`src/rtl/ps2_tx.sv`:
```
// Host-to-device PS/2 transmitter: inhibit, request-to-send, ten data/parity/stop
// bits clocked by the device, then acknowledge and bus-idle check, with timeout.
module ps2_tx #(
    parameter int INHIBIT_CYCLES = 5_000,
    parameter int TIMEOUT_CYCLES = 1_000_000
) (
    input  logic       clk,
    input  logic       rst,
    input  logic       start,
    input  logic [7:0] data,
    input  logic       ps2_clk_in,
    input  logic       ps2_data_in,
    output logic       ps2_clk_oe,
    output logic       ps2_data_oe,
    output logic       busy,
    output logic       done,
    output logic       err
);

    localparam int INH_W = (INHIBIT_CYCLES > 1) ? $clog2(INHIBIT_CYCLES) : 1;
    localparam int TO_W  = (TIMEOUT_CYCLES > 1) ? $clog2(TIMEOUT_CYCLES) : 1;

    typedef enum logic [2:0] {
        IDLE,
        INHIBIT,
        RTS,
        SEND,
        ACK,
        WAIT_IDLE
    } state_t;

    state_t            state, state_nxt;
    logic [8:0]        shift, shift_nxt;
    logic [3:0]        bit_cnt, bit_cnt_nxt;
    logic [INH_W-1:0]  inh_cnt, inh_cnt_nxt;
    logic [TO_W-1:0]   to_cnt, to_cnt_nxt;
    logic              clk_q;
    logic              fall;
    logic              to_hit;
    logic              clk_oe_nxt, data_oe_nxt, busy_nxt, done_nxt, err_nxt;

    assign fall   = clk_q & ~ps2_clk_in;
    assign to_hit = (to_cnt == TO_W'(TIMEOUT_CYCLES - 1));

    always_ff @(posedge clk) begin
        if (rst) begin
            state       <= IDLE;
            shift       <= '0;
            bit_cnt     <= '0;
            inh_cnt     <= '0;
            to_cnt      <= '0;
            clk_q       <= 1'b1;
            ps2_clk_oe  <= 1'b0;
            ps2_data_oe <= 1'b0;
            busy        <= 1'b0;
            done        <= 1'b0;
            err         <= 1'b0;
        end else begin
            state       <= state_nxt;
            shift       <= shift_nxt;
            bit_cnt     <= bit_cnt_nxt;
            inh_cnt     <= inh_cnt_nxt;
            to_cnt      <= to_cnt_nxt;
            clk_q       <= ps2_clk_in;
            ps2_clk_oe  <= clk_oe_nxt;
            ps2_data_oe <= data_oe_nxt;
            busy        <= busy_nxt;
            done        <= done_nxt;
            err         <= err_nxt;
        end
    end

    always_comb begin
        state_nxt   = state;
        shift_nxt   = shift;
        bit_cnt_nxt = bit_cnt;
        inh_cnt_nxt = inh_cnt;
        to_cnt_nxt  = to_cnt;
        clk_oe_nxt  = ps2_clk_oe;
        data_oe_nxt = ps2_data_oe;
        busy_nxt    = busy;
        done_nxt    = 1'b0;
        err_nxt     = 1'b0;

        unique case (state)
            IDLE: begin
                clk_oe_nxt  = 1'b0;
                data_oe_nxt = 1'b0;
                if (start) begin
                    shift_nxt   = {1'b1, ~^data, data};
                    busy_nxt    = 1'b1;
                    clk_oe_nxt  = 1'b1;
                    inh_cnt_nxt = '0;
                    state_nxt   = INHIBIT;
                end
            end

            INHIBIT: begin
                if (inh_cnt == INH_W'(INHIBIT_CYCLES - 1)) begin
                    data_oe_nxt = 1'b1;
                    state_nxt   = RTS;
                end else begin
                    inh_cnt_nxt = inh_cnt + 1'b1;
                end
            end

            RTS: begin
                clk_oe_nxt  = 1'b0;
                bit_cnt_nxt = '0;
                to_cnt_nxt  = '0;
                state_nxt   = SEND;
            end

            SEND: begin
                if (fall) begin
                    data_oe_nxt = ~shift[0];
                    shift_nxt   = {1'b1, shift[8:1]};
                    bit_cnt_nxt = bit_cnt + 1'b1;
                    to_cnt_nxt  = '0;
                    if (bit_cnt == 4'd9)
                        state_nxt = ACK;
                end else if (to_hit) begin
                    state_nxt   = IDLE;
                    clk_oe_nxt  = 1'b0;
                    data_oe_nxt = 1'b0;
                    busy_nxt    = 1'b0;
                    err_nxt     = 1'b1;
                end else begin
                    to_cnt_nxt = to_cnt + 1'b1;
                end
            end

            ACK: begin
                clk_oe_nxt  = 1'b0;
                data_oe_nxt = 1'b0;
                // Device acknowledges by holding data low across the 11th fall.
                if (fall) begin
                    to_cnt_nxt = '0;
                    if (ps2_data_in) begin
                        state_nxt = IDLE;
                        busy_nxt  = 1'b0;
                        err_nxt   = 1'b1;
                    end else begin
                        state_nxt = WAIT_IDLE;
                    end
                end else if (to_hit) begin
                    state_nxt = IDLE;
                    busy_nxt  = 1'b0;
                    err_nxt   = 1'b1;
                end else begin
                    to_cnt_nxt = to_cnt + 1'b1;
                end
            end

            WAIT_IDLE: begin
                clk_oe_nxt  = 1'b0;
                data_oe_nxt = 1'b0;
                if (ps2_clk_in && ps2_data_in) begin
                    state_nxt = IDLE;
                    busy_nxt  = 1'b0;
                    done_nxt  = 1'b1;
                end else if (fall) begin
                    to_cnt_nxt = '0;
                end else if (to_hit) begin
                    state_nxt = IDLE;
                    busy_nxt  = 1'b0;
                    err_nxt   = 1'b1;
                end else begin
                    to_cnt_nxt = to_cnt + 1'b1;
                end
            end

            default: begin
                state_nxt   = IDLE;
                clk_oe_nxt  = 1'b0;
                data_oe_nxt = 1'b0;
                busy_nxt    = 1'b0;
            end
        endcase
    end

endmodule
```
`config.mk`:
```
export PLATFORM = sky130hd
export DESIGN_NAME = ps2_tx
export DESIGN_NICKNAME = d
export VERILOG_FILES = /design/src/rtl/ps2_tx.sv
export SDC_FILE = /design/constraint.sdc
export NUM_CORES = 1
export LEC_CHECK = 0
export CORE_UTILIZATION = 60
export DETAILED_ROUTE_END_ITERATION = 12
export PLACE_DENSITY = 0.81
export SYNTH_ARGS = -nofsm -noshare
export SYNTH_HDL_FRONTEND = slang
export SYNTH_SLANG_ARGS = --single-unit
```
`constraint.sdc`:
```
create_clock -name clk -period 3.4 [get_ports clk]
set_input_delay 0.34 -clock clk [delete_from_list [all_inputs] [get_ports clk]]
set_output_delay 0.34 -clock clk [all_outputs]
set_load 0.03 [all_outputs]
```
-- Word-level counts from Yosys, hierarchy flattened
Cells that the tools add are included.
- memories: 0
- register bits after elaboration: 55
- output and inout bits: 5
- word-level logic and storage cells: 101
- memory bits (writable): 0
- memory bits (read-only): 0
- latch bits: 0
- input port bits: 13
- $mul: 0
- equal/unequal tests: 19
- div/mod/pow operators: 0
- shifts and indexed selects: 0
- multiplexer cells: 43
- bitwise operators: 7
- $add $sub $neg: 3
- reductions and logical operators: 18
- magnitude comparators: 0
- operators with widths (operator ; number):
    20-bit 2-to-1 mux ; 3
    20-bit case mux with 3 select lines ; 1
    3-bit 2-to-1 mux ; 9
    13-bit 2-to-1 mux ; 2
    13-bit case mux with 2 select lines ; 1
    20-bit by 1-bit adder with 20-bit output, second input constant ; 1
    20-bit == test, second input constant ; 1
    9-bit 2-to-1 mux ; 2
    3-bit case mux with 6 select lines ; 1
    9-bit case mux with 2 select lines ; 1
    1-bit 2-to-1 mux ; 17
    3-bit AND reduction ; 5
    2-bit != test, second input constant ; 7
    13-bit by 1-bit adder with 13-bit output, second input constant ; 1
    13-bit == test, second input constant ; 1
    3-bit != test, second input constant ; 4
    1-bit case mux with 3 select lines ; 3
    4-bit case mux with 2 select lines ; 1
    8-bit XNOR reduction ; 1
    3-bit by 2-bit == test with 1-bit output, second input constant ; 2
    3-bit == test, second input constant ; 2
    1-bit inverter ; 6
    2-bit nonzero test ; 3
    2-bit OR reduction ; 3
    other kinds (11) ; 12

-- Logic depth before layout (Yosys ltp)
Gate-level depths: netlist of run 1.
- depth in word-level cells: 5
- depth in mapped cells: 8
- mapped depth without buffers: 7

-- Worst setup path after synthesis of run 1
OpenSTA, ideal clock, no wires.
- path kind: flip-flop to flip-flop
- from: register inh_cnt[0]
- to: register inh_cnt[9]
- clock period less this slack: 1.821 ns
- setup time: 0.071 ns
- data required time: 3.329 ns
- slack: 1.579 ns
- path buffers: 0
- cell stages (with the launch flop): 7
- data arrival time: 1.751 ns
- path through: dfxtp_1 > ha_1 > and4_1 > a41oi_2 > a31oi_2 > or3_1 > a21oi_1
- cells in the longest elaborated chain, start to end: 3
- elaborated cells on any way between the ends: 6
- classes of those cells: add/sub: 1; eq/ne: 2; mux: 2; reduce/logical: 1
- RTL lines (element ; RTL line ; RTL):
    start: declaration ; 35 ; logic [INH_W-1:0] inh_cnt, inh_cnt_nxt;
    start signal: assignment ; 62 ; inh_cnt <= inh_cnt_nxt;
    13-bit by 1-bit adder with 13-bit output / 13-bit == test (equally long branches) ; 103, 99 ;
    13-bit 2-to-1 mux / 2-bit != test (equally long branches) ; - ;
    13-bit case mux with 2 select lines / 3-bit AND reduction (equally long branches) ; - ;
Parallel ways exist; a longest one is shown, timed or not. The select of a mux whose other input is x is not followed.
A chain may end at the register's enable or synchronous reset.

-- Worst setup path after layout of run 1
- from: register state[0]
- to: register to_cnt[2]
- cells in the longest elaborated chain, start to end: 4
- elaborated cells on any way between the ends: 9
- classes of those cells: eq/ne: 5; mux: 1; reduce/logical: 3
- RTL lines (element ; RTL line ; RTL):
    start: declaration ; 32 ; state_t state, state_nxt;
    start signal: assignment ; 59 ; state <= state_nxt;
    3-bit == test / 3-bit by 2-bit == test with 1-bit output (equally long branches) ; 85 ; unique case (state)
    2-bit OR reduction (no line) ; - ;
    3-bit nonzero test (no line) ; - ;
    2-bit AND reduction (no line) ; - ;
    end signal: assignment ; 63 ; to_cnt <= to_cnt_nxt;
    end: declaration ; 36 ; logic [TO_W-1:0] to_cnt, to_cnt_nxt;
Parallel ways exist; a longest one is shown, timed or not.

==> qor.tcl, run 1 <==
set qor(mappedNetlistArea_um2) 2948
set qor(wl_per_cell_um) 14.16
set qor(max_stage_delay_ns) 0.78
set qor(die_height_um) 72.10
set qor(drt.antenna.violating_nets) 0
set qor(syn_avg_cell_area_um2) 8.304
set qor(cts_setup_buffers) 0
set qor(clock_tree_from_tritoncts) {built}
set qor(chipWidth_um) 72.10
set qor(grt_antenna_before_repair) 0
set qor(total_leakage_power_uw) 0.001081
set qor(core_area_um2) 4723
set qor(wl_um) 6074
set qor(cts_max_path_buffers) 2
set qor(dr.max_layer_used) {met4}
set qor(status) {finished clean}
set qor(dr_total_vias) 2595
set qor(rows) 25
set qor(hold_path_class) {flop to flop}
set qor(cts.htree.levels) 2
set qor(worstPathCellList) {nand3b_1, a21oi_1, o21ai_1, or4_1, o21ai_0}
set qor(layout-drive-gt1-share) 0.06077
set qor(globalplace.congestion) 0.8388
set qor(routed-wl-met3_um) 213
set qor(fin_crit_ns) 2.593
set qor(maxClockFrequency_mhz) 385.7
set qor(period_share) 0.7626
set qor(report.final.hold_viol_count) 0
set qor(grt_setup_unrepaired) {false}
set qor(cts_sinks) 55
set qor(fin_worst_skew_ns) 0.006701
set qor(ff_latch_area_um2) 1101
set qor(first_global_vias) 2338
set qor(max-cap-violations) 0
set qor(clk-insertion-delay-late_ns) 0.31
set qor(tritoncts.num_buffers) 5
set qor(max-vdd-ir-drop_v) 0.0004385
set qor(critical_path.slowest_cell) {sky130_fd_sc_hd__dfxtp_1}
set qor(endpoint_kind) {flop}
set qor(drc_errors) 0
set qor(synthesis.nets) 372
set qor(layout-area-overhead-vs-synth_pct) 9.932
set qor(count_of_synthesis_stage_warnings_from_yosys) 0
set qor(port_buffers) 17
set qor(clk_transition_reported_paths_ns) 0.10
set qor(post_synth_num_cell_types) 58
set qor(crit_required_ns) 3.63
set qor(antenna-diode-count) 0
set qor(worst-setup-path-type) {flop to flop}
set qor(detail_routed_via_count_per_cell) 6.049
set qor(grt_overflow) 0
set qor(setup_viol) 0
set qor(synth-edff-count) 0
set qor(synth_seq_cells) 55
set qor(fill_cells) 374
set qor(timing.slew.headroom) 0.4717
set qor(post_cts_resize_count) 0
set qor(power.density_cell_area_nw_per_um2) 558.4
set qor(ctsHoldBuffers) 0
set qor(layout.nets) 378
set qor(cts.root.buffer_cell) {sky130_fd_sc_hd__clkbuf_8}
set qor(fin_setup_tns_ns) 0
set qor(first_iteration_detailed_routing_drc_count) 130
set qor(worst_pin_slew_ns) 0.7909
set qor(met2_wirelength_um) 2758
set qor(boundaryPins) 18
set qor(dp_hpwl_um) 4117
set qor(die_outline_area_um2) 5198
set qor(grt_max_degree) 26
set qor(final_core_util) 0.6861
set qor(first_pass_iters) 5
set qor(cp_data_arrival_time_ns) 2.82
set qor(start_util) 0.6241
set qor(multi_input_area_um2) 1734
set qor(total_routing_usage_gr) 0.2513
set qor(synth_async_sr_flop_share) 0
set qor(synthesized_instance_count) 355
set qor(global_route_wire_length_before_repair_um) 10370
set qor(worst-path-max-fanout) 22
set qor(cp-start-kind) {flop}
set qor(routedLengthMet1_um) 3018
set qor(finalMaxSlewViolations) 0
set qor(synth_flop_cell) {sky130_fd_sc_hd__dfxtp_1}
set qor(ys_seq_area_frac) 0.3735
[power by group]
part           leakage [µW]  switching (µW)  total [µW]  internal [µW]
logic              0.000574             334         545            211
registers          0.000447            97.3         812            714
clock network     0.0000612             214         453            239
total               0.00108             646        1810           1160
[cells by family (layout without fill, tap and decap cells)]
kind of cell	after synthesis	in the layout	synth area share
compound gates	72	72	0.1655
mux	5	5	0.01698
xor+xnor	25	25	0.07428
buf+inv	24	31	0.03820
simple gates	170	170	0.3145
fa+ha+maj	4	4	0.01698
flops	55	55	0.3735
[flip-flops by register name (all words and copies together), names as in the netlist]
register and flops:
done 1, ps2_clk_oe 1, ps2_data_oe 1, clk_q 1
inh_cnt 13, bit_cnt 4, err 1, to_cnt 20
shift 9, state 3, busy 1
[final cells by class]
cell class / count / share of cell area
clock inverters: 2 / 0.01081
clock buffers: 6 / 0.02548
well taps: 67 / 0.02587
multi-input cells: 276 / 0.5351
repair buffers: 20 / 0.05946
inverters: 3 / 0.003475
flip-flops and latches: 55 / 0.3398
[routing by layer]
layer | global-route usage | vias up
met4 | 0.1002 | 0
li1 | - | 1309
met2 | 0.3977 | 60
met1 | 0.3415 | 1219
met5 | 0 | -
met3 | 0.04306 | 7
[placed cells by master, fill, tap and decap left out, types with 3 or more instances in the layout]
cell type	n
sky130_fd_sc_hd__nor4b_1	5
sky130_fd_sc_hd__clkbuf_8	6
sky130_fd_sc_hd__o21a_1	3
sky130_fd_sc_hd__or3_1	6
sky130_fd_sc_hd__or4_1	5
sky130_fd_sc_hd__nand2b_1	6
sky130_fd_sc_hd__nor3_1	7
sky130_fd_sc_hd__and2b_1	3
sky130_fd_sc_hd__xor2_1	10
sky130_fd_sc_hd__nand4_1	15
sky130_fd_sc_hd__xnor2_1	15
sky130_fd_sc_hd__a31oi_1	3
sky130_fd_sc_hd__ha_1	4
sky130_fd_sc_hd__nor3b_1	3
sky130_fd_sc_hd__and2_1	5
sky130_fd_sc_hd__nor4_1	4
sky130_fd_sc_hd__nand2_1	40
sky130_fd_sc_hd__mux2i_1	5
sky130_fd_sc_hd__dfxtp_1	55
sky130_fd_sc_hd__buf_4	3
sky130_fd_sc_hd__o21ai_0	14
sky130_fd_sc_hd__inv_1	3
sky130_fd_sc_hd__a311oi_1	10
sky130_fd_sc_hd__nand3_1	11
sky130_fd_sc_hd__clkdlybuf4s50_1	17
sky130_fd_sc_hd__nor2_1	37
sky130_fd_sc_hd__and3_1	3
sky130_fd_sc_hd__a21oi_1	20
sky130_fd_sc_hd__and4_1	6
sky130_fd_sc_hd__o211ai_1	3
[critical path, delay by kind of cell (launching register included)]
family / cells / cell delay, ns
flops: 1 / 0.78
compound gates: 3 / 0.68
simple gates: 2 / 1.05
[through the flow]
stage	hold WS, ns	power [µW]	setup WS, ns	instances	area [µm²]
CTS	0.4837	1813	0.8753	429	3241
detailed placement	0.4689	1363	0.9085	421	3123
floorplan	0.4466	1249	1.579	355	2948
finish	0.4824	1810	0.8070	429	3241
global route	0.5055	1917	0.6894	429	3241
global placement	0.4595	1347	1.030	421	3123
[path summary, 6_finish.rpt]
path / start / end / slack, ns / depth (start not counted)
max reg2reg: state[0]$_SDFFE_PP0P_ / to_cnt[2]$_SDFFE_PP0P_ / 0.81 / 5
min reg2reg: ps2_data_oe$_SDFFE_PP0P_ / ps2_data_oe$_SDFFE_PP0P_ / 0.48 / 2
max: state[0]$_SDFFE_PP0P_ / to_cnt[2]$_SDFFE_PP0P_ / 0.81 / 5
min: ps2_data_oe$_SDFFE_PP0P_ / ps2_data_oe$_SDFFE_PP0P_ / 0.48 / 2
[cells in the mapped netlist (6+ instances only)]
library cell,number,share of area
sky130_fd_sc_hd__dfxtp_1,55,0.37
sky130_fd_sc_hd__nand2_1,40,0.051
sky130_fd_sc_hd__nor2_1,37,0.047
sky130_fd_sc_hd__a21oi_1,20,0.034
sky130_fd_sc_hd__nand4_1,15,0.032
sky130_fd_sc_hd__xnor2_1,15,0.045
sky130_fd_sc_hd__o21ai_0,14,0.024
sky130_fd_sc_hd__clkbuf_1,12,0.015
sky130_fd_sc_hd__nand3_1,11,0.019
sky130_fd_sc_hd__a311oi_1,10,0.030
sky130_fd_sc_hd__xor2_1,10,0.030
sky130_fd_sc_hd__nor3_1,7,0.012
sky130_fd_sc_hd__and4_1,6,0.018
sky130_fd_sc_hd__buf_2,6,0.010
sky130_fd_sc_hd__nand2b_1,6,0.013
sky130_fd_sc_hd__or3_1,6,0.013
Power figures use the tool's default switching activity.
==> run 2: changes to the inputs <==
--- a/config.mk
+++ b/config.mk
@@ -5,9 +5,9 @@
 export SDC_FILE = /design/constraint.sdc
 export NUM_CORES = 1
 export LEC_CHECK = 0
-export CORE_UTILIZATION = 60
+export CORE_UTILIZATION = 53
 export DETAILED_ROUTE_END_ITERATION = 12
-export PLACE_DENSITY = 0.81
+export PLACE_DENSITY = 0.76
 export SYNTH_ARGS = -nofsm -noshare
 export SYNTH_HDL_FRONTEND = slang
 export SYNTH_SLANG_ARGS = --single-unit
==> constraint.sdc (replaced) <==
create_clock -name clk -period 2.1 [get_ports clk]
set_input_delay 0.21 -clock clk [delete_from_list [all_inputs] [get_ports clk]]
set_output_delay 0.21 -clock clk [all_outputs]
set_load 0.03 [all_outputs]
==> qor.tcl, run 2 (synthesis gave the netlist of run 1 again) <==
set qor(worst_pin_slew_ns) 0.3761 ;# was 0.7909 ns
set qor(place_area_um2) 3277 ;# was 3123 µm²
set qor(period_share) 0.9315 ;# was 0.7626
set qor(total_leakage_power_uw) 0.001162 ;# was 0.001081 µW
set qor(drt.antenna.violating_nets) 0 ;# unchanged
set qor(cts_max_path_buffers) 2 ;# unchanged
set qor(worst-path-max-fanout) 7 ;# was 22
set qor(report.final.hold_viol_count) 0 ;# unchanged
set qor(first_iteration_detailed_routing_drc_count) 107 ;# was 130
set qor(cp-start-kind) {flop} ;# unchanged
set qor(crit_required_ns) 2.33 ;# was 3.63 ns
set qor(maxClockFrequency_mhz) 511.2 ;# was 385.7 MHz
set qor(clock_tree_from_tritoncts) {built} ;# unchanged
set qor(tritoncts.num_buffers) 5 ;# unchanged
set qor(power.density_cell_area_nw_per_um2) 862.2 ;# was 558.4 nW/µm²
set qor(grt_max_degree) 26 ;# unchanged
set qor(cp_data_arrival_time_ns) 2.19 ;# was 2.82 ns
set qor(layout.nets) 398 ;# was 378
set qor(antenna-diode-count) 0 ;# unchanged
set qor(timing.slew.headroom) 0.7457 ;# was 0.4717
set qor(ctsHoldBuffers) 0 ;# unchanged
set qor(globalplace.congestion) 0.8736 ;# was 0.8388
set qor(status) {finished clean} ;# unchanged
set qor(layout-area-overhead-vs-synth_pct) 14.01 ;# was 9.932%
set qor(chipWidth_um) 76.58 ;# was 72.10 µm
set qor(total_routing_usage_gr) 0.2202 ;# was 0.2513
set qor(detail_routed_via_count_per_cell) 5.739 ;# was 6.049
set qor(r2r.worst_path.cells) 6 ;# was 5
set qor(largest-register) {to_cnt} ;# unchanged
set qor(boundaryPins) 18 ;# unchanged
set qor(clk-insertion-delay-late_ns) 0.30 ;# was 0.31 ns
set qor(largest_register_ff_count) 20 ;# unchanged
set qor(cts.root.buffer_cell) {sky130_fd_sc_hd__clkbuf_8} ;# unchanged
set qor(port_buffers) 17 ;# unchanged
set qor(dp_hpwl_um) 4409 ;# was 4117 µm
set qor(die_height_um) 76.58 ;# was 72.10 µm
set qor(hold_path_class) {flop to flop} ;# unchanged
set qor(fin_worst_skew_ns) 0.004157 ;# was 0.006701 ns
set qor(grt_antenna_before_repair) 0 ;# unchanged
set qor(clk_transition_reported_paths_ns) 0.09 ;# was 0.10 ns
set qor(final_area_um2) 3361 ;# was 3241 µm²
set qor(max-vdd-ir-drop_v) 0.0005808 ;# was 0.0004385 V
set qor(min_delay_path_depth) 2 ;# unchanged
set qor(reg.largest.list) {to_cnt (20), inh_cnt (13), shift (9)} ;# unchanged
set qor(worst-setup-path-type) {flop to flop} ;# unchanged
set qor(r2r-end) {inh_cnt[9]$_SDFFE_PP0P_} ;# was to_cnt[2]$_SDFFE_PP0P_
set qor(rows) 26 ;# was 25
set qor(first_global_vias) 2274 ;# was 2338
set qor(global_route_wire_length_before_repair_um) 10630 ;# was 10370 µm
set qor(first_pass_iters) 4 ;# was 5
set qor(finalMaxSlewViolations) 0 ;# unchanged
set qor(final_core_util) 0.6417 ;# was 0.6861
set qor(wl_per_cell_um) 13.84 ;# was 14.16 µm
set qor(hold_end) {ps2_data_oe$_SDFFE_PP0P_} ;# unchanged
set qor(core_area_um2) 5238 ;# was 4723 µm²
set qor(cts.htree.levels) 2 ;# unchanged
set qor(layout.cells.most_common) {sky130_fd_sc_hd__dfxtp_1} ;# unchanged
set qor(regToRegStartpoint) {inh_cnt[0]$_SDFFE_PP0P_} ;# was state[0]$_SDFFE_PP0P_
set qor(reg2reg_slack_ns) 0.14 ;# was 0.81 ns
set qor(hold_path_start) {ps2_data_oe$_SDFFE_PP0P_} ;# unchanged
set qor(placed_cells_incl_taps) 444 ;# was 421
set qor(max-cap-violations) 0 ;# unchanged
set qor(layout-drive-gt1-share) 0.1073 ;# was 0.06077
set qor(wl_um) 6257 ;# was 6074 µm
set qor(die_outline_area_um2) 5865 ;# was 5198 µm²
set qor(endpoint_kind) {flop} ;# unchanged
set qor(most-common-layout-cells) {sky130_fd_sc_hd__dfxtp_1 (55), sky130_fd_sc_hd__nand2_1 (40), sky130_fd_sc_hd__nor2_1 (36), sky130_fd_sc_hd__buf_4 (23), sky130_fd_sc_hd__a21oi_1 (20)} ;# was sky130_fd_sc_hd__dfxtp_1 (55), sky130_fd_sc_hd__nand2_1 (40), sky130_fd_sc_hd__nor2_1 (37), sky130_fd_sc_hd__a21oi_1 (20), sky130_fd_sc_hd__clkdlybuf4s50_1 (17)
set qor(cts_sinks) 55 ;# unchanged
set qor(start_util) 0.5628 ;# was 0.6241
set qor(layoutNonFillerInstCount) 452 ;# was 429
set qor(setup_viol) 0 ;# unchanged
set qor(fin_crit_ns) 1.956 ;# was 2.593 ns
set qor(grt_overflow) 0 ;# unchanged
set qor(dr_total_vias) 2594 ;# was 2595
set qor(drc_errors) 0 ;# unchanged
## run 2: cell types whose count changed in the layout (fill, tap and decap cells not counted), sizes merged
cell / change
bufinv: -1
buf: +20
clkbuf: +1
## run 2: final cells by class
type | count | area, µm²
fill | 476 | 1877
clock inverter | 1 | 5.005
clock buffer | 7 | 76.32
timing repair buffer | 40 | 342.8
inverter | 3 | 11.26
tap | 70 | 87.58
multi-input combinational | 276 | 1737
sequential | 55 | 1101
## run 2: worst max path at each step
| stage | slack (ns) | to | startpoint |
|---|---|---|---|
| CTS | 0.16 | inh_cnt[9]$_SDFFE_PP0P_ | inh_cnt[0]$_SDFFE_PP0P_ |
| global placement | 0.08 | inh_cnt[9]$_SDFFE_PP0P_ | start |
| global route | -0.008 | ps2_clk_oe$_SDFFE_PP0P_ | to_cnt[0]$_SDFFE_PP0P_ |
| finish | 0.14 | inh_cnt[9]$_SDFFE_PP0P_ | inh_cnt[0]$_SDFFE_PP0P_ |
| detailed placement | 0.04 | inh_cnt[9]$_SDFFE_PP0P_ | start |
| floorplan | 0.28 | inh_cnt[9]$_SDFFE_PP0P_ | inh_cnt[0]$_SDFFE_PP0P_ |
## run 2: stage by stage
step / total power, µW / TNS, ns / setup slack [ns] / hold slack, ns
2_1_floorplan: 2022 / 0 / 0.2789 / 0.3166
3_3_place_gp: 2330 / 0 / 0.08267 / 0.4613
3_5_place_dp: 2343 / 0 / 0.03784 / 0.4596
4_1_cts: 2909 / 0 / 0.1579 / 0.4747
5_1_grt: 3088 / -0.007969 / -0.007969 / 0.4978
6_report: 2898 / 0 / 0.1439 / 0.4696
## run 2: where the power goes
group | switching (µW) | leakage [µW] | total (µW) | internal (µW)
Clock | 331 | 0.0000422 | 566 | 235
Combinational | 628 | 0.000673 | 1080 | 453
Sequential | 94.0 | 0.000447 | 1250 | 1160
## run 2: metal layers
metal / GRT usage / share of wire / vias to the layer above
met5: 0 / 0 / -
met2: 0.3333 / 0.44 / 32
met4: 0.04615 / 0.0027 / 0
met1: 0.3281 / 0.52 / 1208
li1: - / - / 1352
met3: 0.03353 / 0.032 / 2
## run 2: timing repair
action / 4_1_cts / 5_1_grt
setup endpoints to repair: 0 / 1
gates resized for setup: 0 / 1
setup buffers: 0 / 0
endpoints found under the hold margin: 0 / 0
## run 2: critical path, cell delays in order, from the launching register on
cell and delay, ns:
sky130_fd_sc_hd__dfxtp_1 0.34, sky130_fd_sc_hd__ha_1 0.22, sky130_fd_sc_hd__and4_1 0.22, sky130_fd_sc_hd__a41oi_2 0.34
sky130_fd_sc_hd__a31oi_2 0.23, sky130_fd_sc_hd__or3_1 0.38, sky130_fd_sc_hd__a21oi_1 0.15
==> run 3: changes to the inputs <==
--- a/config.mk
+++ b/config.mk
@@ -5,8 +5,10 @@
 export SDC_FILE = /design/constraint.sdc
 export NUM_CORES = 1
 export LEC_CHECK = 0
-export CORE_UTILIZATION = 53
+export CAP_MARGIN = 20
+export CORE_UTILIZATION = 57
 export DETAILED_ROUTE_END_ITERATION = 12
+export DONT_BUFFER_PORTS = 1
 export PLACE_DENSITY = 0.76
 export SYNTH_ARGS = -nofsm -noshare
 export SYNTH_HDL_FRONTEND = slang
==> qor.tcl, run 3 (synthesis gave the netlist of run 1 again) <==
set qor(clock_tree_from_tritoncts) {built} ;# unchanged
set qor(chipWidth_um) 73.92 ;# was 76.58 µm
set qor(dr_total_vias) 2612 ;# was 2594
set qor(total_routing_usage_gr) 0.2644 ;# was 0.2202
set qor(largest-register) {to_cnt} ;# unchanged
set qor(hold-worst-slack_ns) 0.05416 ;# was 0.4696 ns
set qor(largest_register_ff_count) 20 ;# unchanged
set qor(first_pass_iters) 4 ;# unchanged
set qor(groute.layer.met3.usage) 0.06173 ;# was 0.03353
set qor(globalplace.congestion) 0.8339 ;# was 0.8736
set qor(endpoint_kind) {flop} ;# unchanged
set qor(period_share) 0.9172 ;# was 0.9315
set qor(worst-path-max-fanout) 8 ;# was 7
set qor(die_outline_area_um2) 5463 ;# was 5865 µm²
set qor(hold_path_start) {data[1]} ;# was ps2_data_oe$_SDFFE_PP0P_
set qor(boundaryPins) 18 ;# unchanged
set qor(groute.layer.met2.usage) 0.4263 ;# was 0.3333
set qor(sw_frac_of_total) 0.3780 ;# was 0.3631
set qor(antenna-diode-count) 0 ;# unchanged
set qor(tritoncts.num_buffers) 5 ;# unchanged
set qor(first_global_vias) 2459 ;# was 2274
set qor(detail_routed_via_count_per_cell) 6.089 ;# was 5.739
set qor(core_area_um2) 4848 ;# was 5238 µm²
set qor(layout.cells.most_common) {sky130_fd_sc_hd__dfxtp_1} ;# unchanged
set qor(power.share.sequential) 0.458 ;# was 0.432
set qor(finalMaxSlewViolations) 0 ;# unchanged
set qor(fin_crit_ns) 1.926 ;# was 1.956 ns
set qor(r2r.worst_path.cells) 6 ;# unchanged
set qor(grt-busiest-layer) {met2} ;# unchanged
set qor(power_frac_comb) 0.340 ;# was 0.373
set qor(r2r-end) {inh_cnt[11]$_SDFFE_PP0P_} ;# was inh_cnt[9]$_SDFFE_PP0P_
set qor(grt_setup_unrepaired) {false}
set qor(total_leakage_power_uw) 0.001107 ;# was 0.001162 µW
set qor(worst_slack_ns) 0.1739 ;# was 0.1439 ns
set qor(layout-drive-gt1-share) 0.1133 ;# was 0.1073
set qor(worstPathCellList) {ha_1, and4_1, a41oi_4, a31oi_2, or3_1, a21oi_1} ;# was ha_1, and4_1, a41oi_2, a31oi_2, or3_1, a21oi_1
set qor(report.final.hold_viol_count) 0 ;# unchanged
set qor(drt.antenna.violating_nets) 0 ;# unchanged
set qor(reg2reg_slack_ns) 0.17 ;# was 0.14 ns
set qor(worst-setup-path-type) {flop to flop} ;# unchanged
set qor(final_area_um2) 3201 ;# was 3361 µm²
set qor(place_worst_setup_slack_ns) 0.1127 ;# was 0.03784 ns
set qor(cellInternalPower_uw) 1777 ;# was 1845 µW
set qor(die_height_um) 73.92 ;# was 76.58 µm
set qor(cts.root.buffer_cell) {sky130_fd_sc_hd__clkbuf_8} ;# unchanged
set qor(most-common-layout-cells) {sky130_fd_sc_hd__dfxtp_1 (53), sky130_fd_sc_hd__nand2_1 (40), sky130_fd_sc_hd__nor2_1 (36), sky130_fd_sc_hd__a21oi_1 (20), sky130_fd_sc_hd__buf_4 (18)} ;# was sky130_fd_sc_hd__dfxtp_1 (55), sky130_fd_sc_hd__nand2_1 (40), sky130_fd_sc_hd__nor2_1 (36), sky130_fd_sc_hd__buf_4 (23), sky130_fd_sc_hd__a21oi_1 (20)
set qor(worst_setup_path_startpoint) {inh_cnt[0]$_SDFFE_PP0P_} ;# unchanged
set qor(grt_antenna_before_repair) 0 ;# unchanged
set qor(power.density_cell_area_nw_per_um2) 892.5 ;# was 862.2 nW/µm²
set qor(crit_end) {inh_cnt[11]$_SDFFE_PP0P_} ;# was inh_cnt[9]$_SDFFE_PP0P_
set qor(max-vdd-ir-drop_v) 0.0007114 ;# was 0.0005808 V
set qor(layout.nets) 378 ;# was 398
set qor(clk-insertion-delay-late_ns) 0.32 ;# was 0.30 ns
set qor(cts_max_path_buffers) 2 ;# unchanged
set qor(drc_errors) 0 ;# unchanged
set qor(fin_setup_tns_ns) 0 ;# unchanged
set qor(clock_power_share) 0.202 ;# was 0.195
set qor(hold_path_class) {primary input to flop} ;# was flop to flop
set qor(first_iteration_detailed_routing_drc_count) 137 ;# was 107
set qor(wl_per_cell_um) 15.48 ;# was 13.84 µm
set qor(max-cap-violations) 0 ;# unchanged
set qor(total_switching_power_uw) 1080 ;# was 1052 µW
set qor(maxClockFrequency_mhz) 519.2 ;# was 511.2 MHz
set qor(regToRegStartpoint) {inh_cnt[0]$_SDFFE_PP0P_} ;# unchanged
set qor(setup_viol) 0 ;# unchanged
set qor(timing.slew.headroom) 0.4636 ;# was 0.7457
set qor(global_route_wire_length_before_repair_um) 11220 ;# was 10630 µm
set qor(grt_overflow) 0 ;# unchanged
set qor(status) {finished clean} ;# unchanged
set qor(crit_buf_inv) 0 ;# unchanged
set qor(grt.met1_usage) 0.3412 ;# was 0.3281
set qor(cp-start-kind) {flop} ;# unchanged
set qor(grt_max_degree) 22 ;# was 26
set qor(dp_hpwl_um) 4568 ;# was 4409 µm
set qor(critical_path_cell_count) 6 ;# unchanged
set qor(cts_sinks) 55 ;# unchanged
set qor(fill_cells) 400 ;# was 476
set qor(place_area_um2) 3050 ;# was 3277 µm²
set qor(wl_um) 6639 ;# was 6257 µm
set qor(worst_pin_slew_ns) 0.8020 ;# was 0.3761 ns
set qor(cp_data_arrival_time_ns) 2.17 ;# was 2.19 ns
set qor(critical-path-top-delay-family) {compound AO/OA/AOI/OAI gates} ;# unchanged
set qor(port_buffers) 0 ;# was 17
set qor(critical_path.slowest_cell) {sky130_fd_sc_hd__or3_1} ;# unchanged
set qor(max_stage_delay_ns) 0.38 ;# about the same
set qor(clk_transition_reported_paths_ns) 0.10 ;# was 0.09 ns
set qor(rows) 25 ;# was 26
set qor(crit_required_ns) 2.35 ;# was 2.33 ns
set qor(layout-area-overhead-vs-synth_pct) 8.574 ;# was 14.01%
set qor(start_util) 0.6080 ;# was 0.5628
set qor(reg.largest.list) {to_cnt (20), inh_cnt (13), shift (9)} ;# unchanged
set qor(cts.htree.levels) 2 ;# unchanged
set qor(fin_worst_skew_ns) 0.01241 ;# was 0.004157 ns
[run 3: cell types whose count changed in the layout (fill, tap and decap cells not counted), moves of 2 or more]
cell / before / now
sky130_fd_sc_hd__clkinv_2: 1 / 3
sky130_fd_sc_hd__dfxtp_1: 55 / 53
sky130_fd_sc_hd__clkdlybuf4s50_1: 17 / 0
sky130_fd_sc_hd__dlygate4sd3_1: 0 / 2
sky130_fd_sc_hd__clkbuf_1: 2 / 0
sky130_fd_sc_hd__buf_4: 23 / 18
sky130_fd_sc_hd__dfxtp_2: 0 / 2
[run 3: worst min-delay path by stage]
stage	end	slack, ns	cells after the start
after floorplan	clk_q$_SDFF_PP1_	0.32	1
after global placement	to_cnt[8]$_SDFFE_PP0P_	0.28	1
after detailed placement	to_cnt[8]$_SDFFE_PP0P_	0.28	1
after CTS	shift[2]$_SDFFE_PP0P_	0.05	2
after global routing	shift[1]$_SDFFE_PP0P_	0.04	2
final	shift[1]$_SDFFE_PP0P_	0.05	2
[run 3: power by group through the flow]
stage,registers [µW],logic (µW),clock network (µW)
floorplan,1270,754,0
global placement,1320,915,0
detailed placement,1320,935,0
CTS,1300,952,594
global route,1330,1060,640
finish,1310,971,578
[run 3: per-stage QoR]
step | utilization | total power (µW) | std cells
detailed placement | 0.6292 | 2256 | 417
finish | 0.6601 | 2856 | 429
global route | 0.6601 | 3024 | 429
global placement | 0.6292 | 2230 | 417
CTS | 0.6506 | 2845 | 427
floorplan | - | 2022 | 355
[run 3: metal layers]
metal  up-vias  wire length (µm)
met4         0               102
met3        11               347
met5         -                 0
met2        62              3112
met1      1234              3077
li1       1305                 -
[run 3: area by class of cell]
class	instances	area, µm²	area share
Sequential cell	55	1104	0.3448
Clock inverter	3	15.01	0.004691
Timing Repair Buffer	20	155.1	0.04848
Clock buffer	5	68.82	0.02150
Inverter	3	11.26	0.003518
Tap cell	67	83.83	0.02619
Multi-Input combinational cell	276	1763	0.5508
[run 3: what timing repair did]
| item | CTS | global route |
|---|---|---|
| gates resized for setup | 0 | 7 |
| buffers inserted | 0 | 2 |
| hold buffers | 2 | 0 |
| endpoints found under the hold margin | 21 | 0 |
| endpoints found under the setup margin | 0 | 15 |
